**src/rtl/alu_mdu.sv**
```systemverilog
// Integer execute unit: RV base ALU ops in one registered cycle, plus iterative
// M-extension multiply (shift-add) and restoring divide behind a valid/ready handshake.
module alu_mdu #(
  parameter int unsigned XLEN     = 32,
  parameter int unsigned MUL_STEP = 1
) (
  input  logic            clk,
  input  logic            rstn,
  input  logic            in_valid,
  output logic            in_ready,
  input  logic [XLEN-1:0] op1,
  input  logic [XLEN-1:0] op2,
  input  logic [2:0]      funct3,
  input  logic            is_sub_sra,
  input  logic            is_muldiv,
  output logic            out_valid,
  input  logic            out_ready,
  output logic [XLEN-1:0] result
);

  localparam int unsigned ShW     = $clog2(XLEN);
  localparam int unsigned CntW    = $clog2(XLEN);
  localparam int unsigned MulIter = XLEN / MUL_STEP;

  typedef enum logic [1:0] {StIdle, StMul, StDiv, StDone} state_e;

  state_e              state_q, state_d;
  logic [XLEN-1:0]     a_q, a_d;
  logic [XLEN-1:0]     b_q, b_d;
  logic [2*XLEN-1:0]   prod_q, prod_d;
  logic [CntW-1:0]     cnt_q, cnt_d;
  logic                neg_q, neg_d;
  logic                rneg_q, rneg_d;
  logic [1:0]          f3_q, f3_d;
  logic [XLEN-1:0]     result_q, result_d;

  assign in_ready  = (state_q == StIdle);
  assign out_valid = (state_q == StDone);
  assign result    = result_q;

  // Single-cycle base ALU
  logic [ShW-1:0]  shamt;
  logic [XLEN-1:0] alu_res;
  assign shamt = op2[ShW-1:0];

  always_comb begin
    alu_res = '0;
    unique case (funct3)
      3'b000: alu_res = is_sub_sra ? op1 - op2 : op1 + op2;
      3'b001: alu_res = op1 << shamt;
      3'b010: alu_res = {{(XLEN-1){1'b0}}, ($signed(op1) < $signed(op2))};
      3'b011: alu_res = {{(XLEN-1){1'b0}}, (op1 < op2)};
      3'b100: alu_res = op1 ^ op2;
      3'b101: alu_res = is_sub_sra ? $unsigned($signed(op1) >>> shamt) : op1 >> shamt;
      3'b110: alu_res = op1 | op2;
      3'b111: alu_res = op1 & op2;
    endcase
  end

  // Operand signs and magnitudes for the signed M-extension forms
  logic            s1, s2;
  logic [XLEN-1:0] mag1, mag2;
  logic            div_zero, div_ovf;

  always_comb begin
    if (funct3[2]) begin
      s1 = op1[XLEN-1] & ~funct3[0];
      s2 = op2[XLEN-1] & ~funct3[0];
    end else begin
      s1 = op1[XLEN-1] & ((funct3[1:0] == 2'b01) || (funct3[1:0] == 2'b10));
      s2 = op2[XLEN-1] & (funct3[1:0] == 2'b01);
    end
  end

  assign mag1     = s1 ? -op1 : op1;
  assign mag2     = s2 ? -op2 : op2;
  assign div_zero = (op2 == '0);
  assign div_ovf  = ~funct3[0] & (op1 == {1'b1, {(XLEN-1){1'b0}}}) & (&op2);

  // Multiply step: prod_q = {acc, remaining multiplier bits}, MUL_STEP bits retired per cycle
  logic [MUL_STEP-1:0]      digit;
  logic [XLEN+MUL_STEP-1:0] partial, upper;
  logic [2*XLEN-1:0]        mul_next, mul_full;
  assign digit    = prod_q[MUL_STEP-1:0];
  assign partial  = {{MUL_STEP{1'b0}}, a_q} * {{XLEN{1'b0}}, digit};
  assign upper    = {{MUL_STEP{1'b0}}, prod_q[2*XLEN-1:XLEN]} + partial;
  assign mul_next = {upper, prod_q[XLEN-1:MUL_STEP]};
  assign mul_full = neg_q ? -mul_next : mul_next;

  // Restoring divide step: prod_q = {remainder, dividend shifting into quotient}
  logic [XLEN:0]     rem_shift, diff;
  logic [2*XLEN-1:0] div_next;
  logic [XLEN-1:0]   quo_fin, rem_fin;
  assign rem_shift = prod_q[2*XLEN-1:XLEN-1];
  assign diff      = rem_shift - {1'b0, b_q};
  assign div_next  = diff[XLEN] ? {prod_q[2*XLEN-2:0], 1'b0}
                                : {diff[XLEN-1:0], prod_q[XLEN-2:0], 1'b1};
  assign quo_fin   = neg_q  ? -div_next[XLEN-1:0]      : div_next[XLEN-1:0];
  assign rem_fin   = rneg_q ? -div_next[2*XLEN-1:XLEN] : div_next[2*XLEN-1:XLEN];

  always_comb begin
    state_d  = state_q;
    a_d      = a_q;
    b_d      = b_q;
    prod_d   = prod_q;
    cnt_d    = cnt_q;
    neg_d    = neg_q;
    rneg_d   = rneg_q;
    f3_d     = f3_q;
    result_d = result_q;
    unique case (state_q)
      StIdle: begin
        if (in_valid) begin
          f3_d = funct3[1:0];
          if (!is_muldiv) begin
            result_d = alu_res;
            state_d  = StDone;
          end else if (!funct3[2]) begin
            a_d     = mag1;
            prod_d  = {{XLEN{1'b0}}, mag2};
            neg_d   = s1 ^ s2;
            cnt_d   = CntW'(MulIter - 1);
            state_d = StMul;
          end else if (div_zero) begin
            result_d = funct3[1] ? op1 : '1;
            state_d  = StDone;
          end else if (div_ovf) begin
            result_d = funct3[1] ? '0 : op1;
            state_d  = StDone;
          end else begin
            b_d     = mag2;
            prod_d  = {{XLEN{1'b0}}, mag1};
            neg_d   = s1 ^ s2;
            rneg_d  = s1;
            cnt_d   = CntW'(XLEN - 1);
            state_d = StDiv;
          end
        end
      end
      StMul: begin
        prod_d = mul_next;
        cnt_d  = cnt_q - CntW'(1);
        if (cnt_q == '0) begin
          result_d = (f3_q == 2'b00) ? mul_full[XLEN-1:0] : mul_full[2*XLEN-1:XLEN];
          state_d  = StDone;
        end
      end
      StDiv: begin
        prod_d = div_next;
        cnt_d  = cnt_q - CntW'(1);
        if (cnt_q == '0) begin
          result_d = f3_q[1] ? rem_fin : quo_fin;
          state_d  = StDone;
        end
      end
      StDone: begin
        if (out_ready) state_d = StIdle;
      end
      default: state_d = StIdle;
    endcase
  end

  always_ff @(posedge clk or negedge rstn) begin
    if (!rstn) begin
      state_q  <= StIdle;
      a_q      <= '0;
      b_q      <= '0;
      prod_q   <= '0;
      cnt_q    <= '0;
      neg_q    <= 1'b0;
      rneg_q   <= 1'b0;
      f3_q     <= '0;
      result_q <= '0;
    end else begin
      state_q  <= state_d;
      a_q      <= a_d;
      b_q      <= b_d;
      prod_q   <= prod_d;
      cnt_q    <= cnt_d;
      neg_q    <= neg_d;
      rneg_q   <= rneg_d;
      f3_q     <= f3_d;
      result_q <= result_d;
    end
  end

endmodule

```
**config.mk**
```make
export PLATFORM = sky130hd
export DESIGN_NAME = alu_mdu
export DESIGN_NICKNAME = d
export VERILOG_FILES = /design/src/rtl/alu_mdu.sv
export SDC_FILE = /design/constraint.sdc
export NUM_CORES = 1
export LEC_CHECK = 0
export BUFFER_PORTS_ARGS = -buffer_cell sky130_fd_sc_hd__buf_2
export CAP_MARGIN = 20
export CORE_MARGIN = 2
export CORE_UTILIZATION = 45
export DETAILED_ROUTE_END_ITERATION = 16
export SYNTH_ARGS = -nofsm -noshare
export SYNTH_HDL_FRONTEND = slang
export SYNTH_SLANG_ARGS = --single-unit
```
**constraint.sdc**
```tcl
create_clock -name clk -period 6.5 [get_ports clk]
set_input_delay 0.325 -clock clk [delete_from_list [all_inputs] [get_ports clk]]
set_output_delay 0.325 -clock clk [all_outputs]
set_load 0.1 [all_outputs]
```
==> key figures <==
Logic synthesis
  – Synth unique cells: 89
  – Synth Warn #: 0
  – Post-Synthesis Cells: 3729
  – Mapped Area: 0.02651 mm²
  – #FFs+latches synth: 171
  – Top cell type's share of synthesized area: 16.14%
  – Syn_nets: 3984
  – Dominant cell type by area after synthesis: dfrtp_1
  – Largest cells by area after synthesis: dfrtp_1, ha_1, o21ai_0
  – Async SR Flop Fraction: 100.0%
  – Post-synth EDFFs: 0
  – Post-Syn Area per Cell: 7.110 µm²
  – Top FF cell, synth: dfrtp_1
  – Register area share after synthesis: ~16%

Clock network
  – Postcts setup bufs: 0
  – TritonCTS clock tree: built
  – Number of CTS-inserted buffers: 17
  – Clock latency on the worst-skew pair: 0.47 ns
  – Clock transition at path regs: about 0.080 ns
  – Number of clock sinks: approximately 170
  – Root Buffer: clkbuf_16
  – H-tree lvl count: 4
  – Post-CTS sizing: 0
  – Max Root-Sink Buffers: 2
  – Cts hold-fix bufs: 1

STA
  – Setup_tns: 0 ns
  – Pin slew with the least headroom to its limit: roughly 1.4 ns
  – Fmax: 164.3 MHz
  – Clk_skew: around 0.013 ns
  – RSZ-0062 raised after global routing: no
  – Fin. max-slew vios: 0
  – Final period util: 93.63%
  – Hold Vio Cnt, Final: 0
  – Period minus WS final: 6.086 ns
  – Worst rel slew slack: 3.780%
  – Setup violators final: 0

Detailed routing
  – DR iter-0 viols: 3895
  – Antenna viol nets, final: 0
  – DR pass1 iterations: 8
  – Via density: 6.756
  – Post-DR wirelength/cell: 28.84 µm
  – DRC violations left: 0
  – Final wirelength: roughly 130000 µm
  – Via count: 29.78k

Critical path
  – Critical Path Max Stage Delay: 0.55 ns
  – Worst-path fanout max: 11
  – Worst setup SP type: flop
  – WP buf/inv: 3
  – Critical path arrival: 6.44 ns
  – Crit path kind: reg2reg
  – Worst path cell trace: inv_1 -> fa_1 -> nor2b_1 -> o31a_1 -> o21ai_1 -> o31ai_1 -> a31o_2 -> xor2_4 -> inv_2 -> a21oi_1 -> ha_1 -> inv_1 -> nor4_1 -> nor3b_1 -> a22oi_1 -> nor3_1 -> mux2i_1 -> o21a_1 -> o31a_1
  – Slowest cell on crit path: nor3b_1
  – Kind of end point of the critical path: flop
  – Crit path required time: approximately 6.9 ns
  – Delay-heaviest family, CP: compound AO/OA/AOI/OAI gates

Cells and area
  – # nets final: 3881
  – Synth-to-layout area growth: 6.225%
  – Share of layout cells above drive strength 1: 8.931%
  – Commonest non-fill, non-tap cell in the layout: nand2_1
  – FF/Latch Area: 0.004280 mm²
  – Filler cells: 6000
  – Most frequent cells in the layout: nand2_1, o21ai_0, nor2_1
  – Area occupied by multi-input gates: 0.02046 mm²

Power and ir drop
  – Pwr Density: 417.6 mW/mm²
  – Logic pwr share: 71.5%
  – Total power: 11.76 mW
  – VDD IR max: between 0.4 and 0.5 mV
  – P_sw: 6.963 mW
  – Reg power frac: 18.8%
  – Static Leak: 11.79 nW
  – Switching portion of total power: between 50% and 60%
  – Int Pwr: between 4 and 5 mW
  – Clock power share: 9.7%

Place
  – GPL Wtd Cong: about 1.0
  – PortBufs: 106
  – Dpl hpwl: a little under 100000 µm

Floorplanning
  – Row cnt: 88
  – Die Y-Extent: 246.7 µm
  – Die width: 246.7 µm
  – I/O Pins: between 100 and 150
  – Core area: 0.05803 mm²
  – Initial Util: a little under half
  – Die area: just over 0.06 mm²

Global routing
  – Aggregate global routing overflow: 0
  – First-pass GRT wire length: between 150000 and 200000 µm
  – GRT Total Usage: 41.11%
  – Largest net degree at the start of global routing: 91
  – Initial antenna violation count: 5
  – Vias in the first global route: 27.73k

Hold path
  – HP Class: in2reg

Outcome
  – Status: finished clean

Job
  – Max-Cap Viols: 0
-- worst register-to-register path, stage by stage (launching register included) --
cell and delay, ns:
dfrtp_1 0.51, inv_1 0.13, fa_1 0.45, nor2b_1 0.20, o31a_1 0.26, o21ai_1 0.19
o31ai_1 0.39, a31o_2 0.28, xor2_4 0.38, inv_2 0.10, a21oi_1 0.27, ha_1 0.39
inv_1 0.18, nor4_1 0.40, nor3b_1 0.56, a22oi_1 0.25, nor3_1 0.41, mux2i_1 0.19
o21a_1 0.21, o31a_1 0.23
-- cells in the mapped netlist, drive strengths merged (43+ instances only) --
cell type,n
a211oi,50
a21oi,289
a221oi,66
a22oi,46
and2,57
clkbuf,282
dfrtp,171
ha,178
inv,178
mux2i,85
mux4,46
nand2,415
nand3,56
nor2,359
nor3,84
o211ai,50
o21ai,379
o31ai,68
or3,43
xnor2,168
xor2,79
-- flip-flops by register name, indices dropped and copies added, names as in the netlist --
register and flops:
prod_q 64, a_q 32, b_q 32, result 32, cnt_q 5, f3_q 2
state_q 2, neg_q 1, rneg_q 1
-- layer usage --
metal,track usage (%),share of wire (%)
met1,53.99,40
met2,63.91,44
met3,6.979,9.9
met4,23.00,6.8
met5,0,0.012
-- kinds of logic after synthesis --
logic type	Yosys count	synth area share, %
xor gates and xnor gates	247	8.160
muxes	143	7.627
and+or+nand+nor	1221	21.32
AOI/OAI and AO/OA	1266	30.63
buffers and inverters	486	6.923
DFF	171	16.14
adders and majority gates	195	9.193
-- stage by stage --
stage	hold WS (ns)	cells	area, µm²	util, %	worst slack (ns)
5_1_grt	0.2909	4405	28150	48.52	0.1077
3_5_place_dp	0.3769	4371	27520	47.43	0.5783
6_report	0.2378	4408	28160	48.53	0.4139
3_3_place_gp	0.3759	4369	27490	47.37	0.7152
2_1_floorplan	0.02941	3729	26510	-	0.7887
4_1_cts	0.2236	4404	28150	48.52	0.5456
-- final timing paths --
kind	start	endpoint	slack, ns	cells after the start
setup / recovery	prod_q[32]	result[28]	0.41	19
max in group asynchronous	rstn	neg_q	4.75	3
hold / removal	in_valid	neg_q	0.24	3
min in group asynchronous	rstn	b_q[29]	0.43	2
setup reg to reg	prod_q[32]	result[28]	0.41	19
hold reg to reg	a_q[3]	a_q[3]	0.48	2
-- power groups by stage --
stage	combinational, mW	sequential [mW]	clock, mW
floorplan	5.34	2.47	0
detailed placement	8.15	2.19	0
finish	8.41	2.21	1.14
global placement	8.17	2.18	0
CTS	8.19	2.17	1.15
global route	9.00	2.25	1.19
-- cell type report --
| cell class | count | share of cell area, % |
|---|---|---|
| antenna | 4 | 0.03554 |
| clock buffer | 18 | 1.559 |
| clock inverter | 14 | 0.6487 |
| inverter | 179 | 2.386 |
| multi-input combinational | 3072 | 72.66 |
| sequential | 171 | 15.20 |
| tap | 765 | 3.399 |
| timing repair buffer | 185 | 4.110 |
No activity file was read; power rests on OpenSTA's default activity.
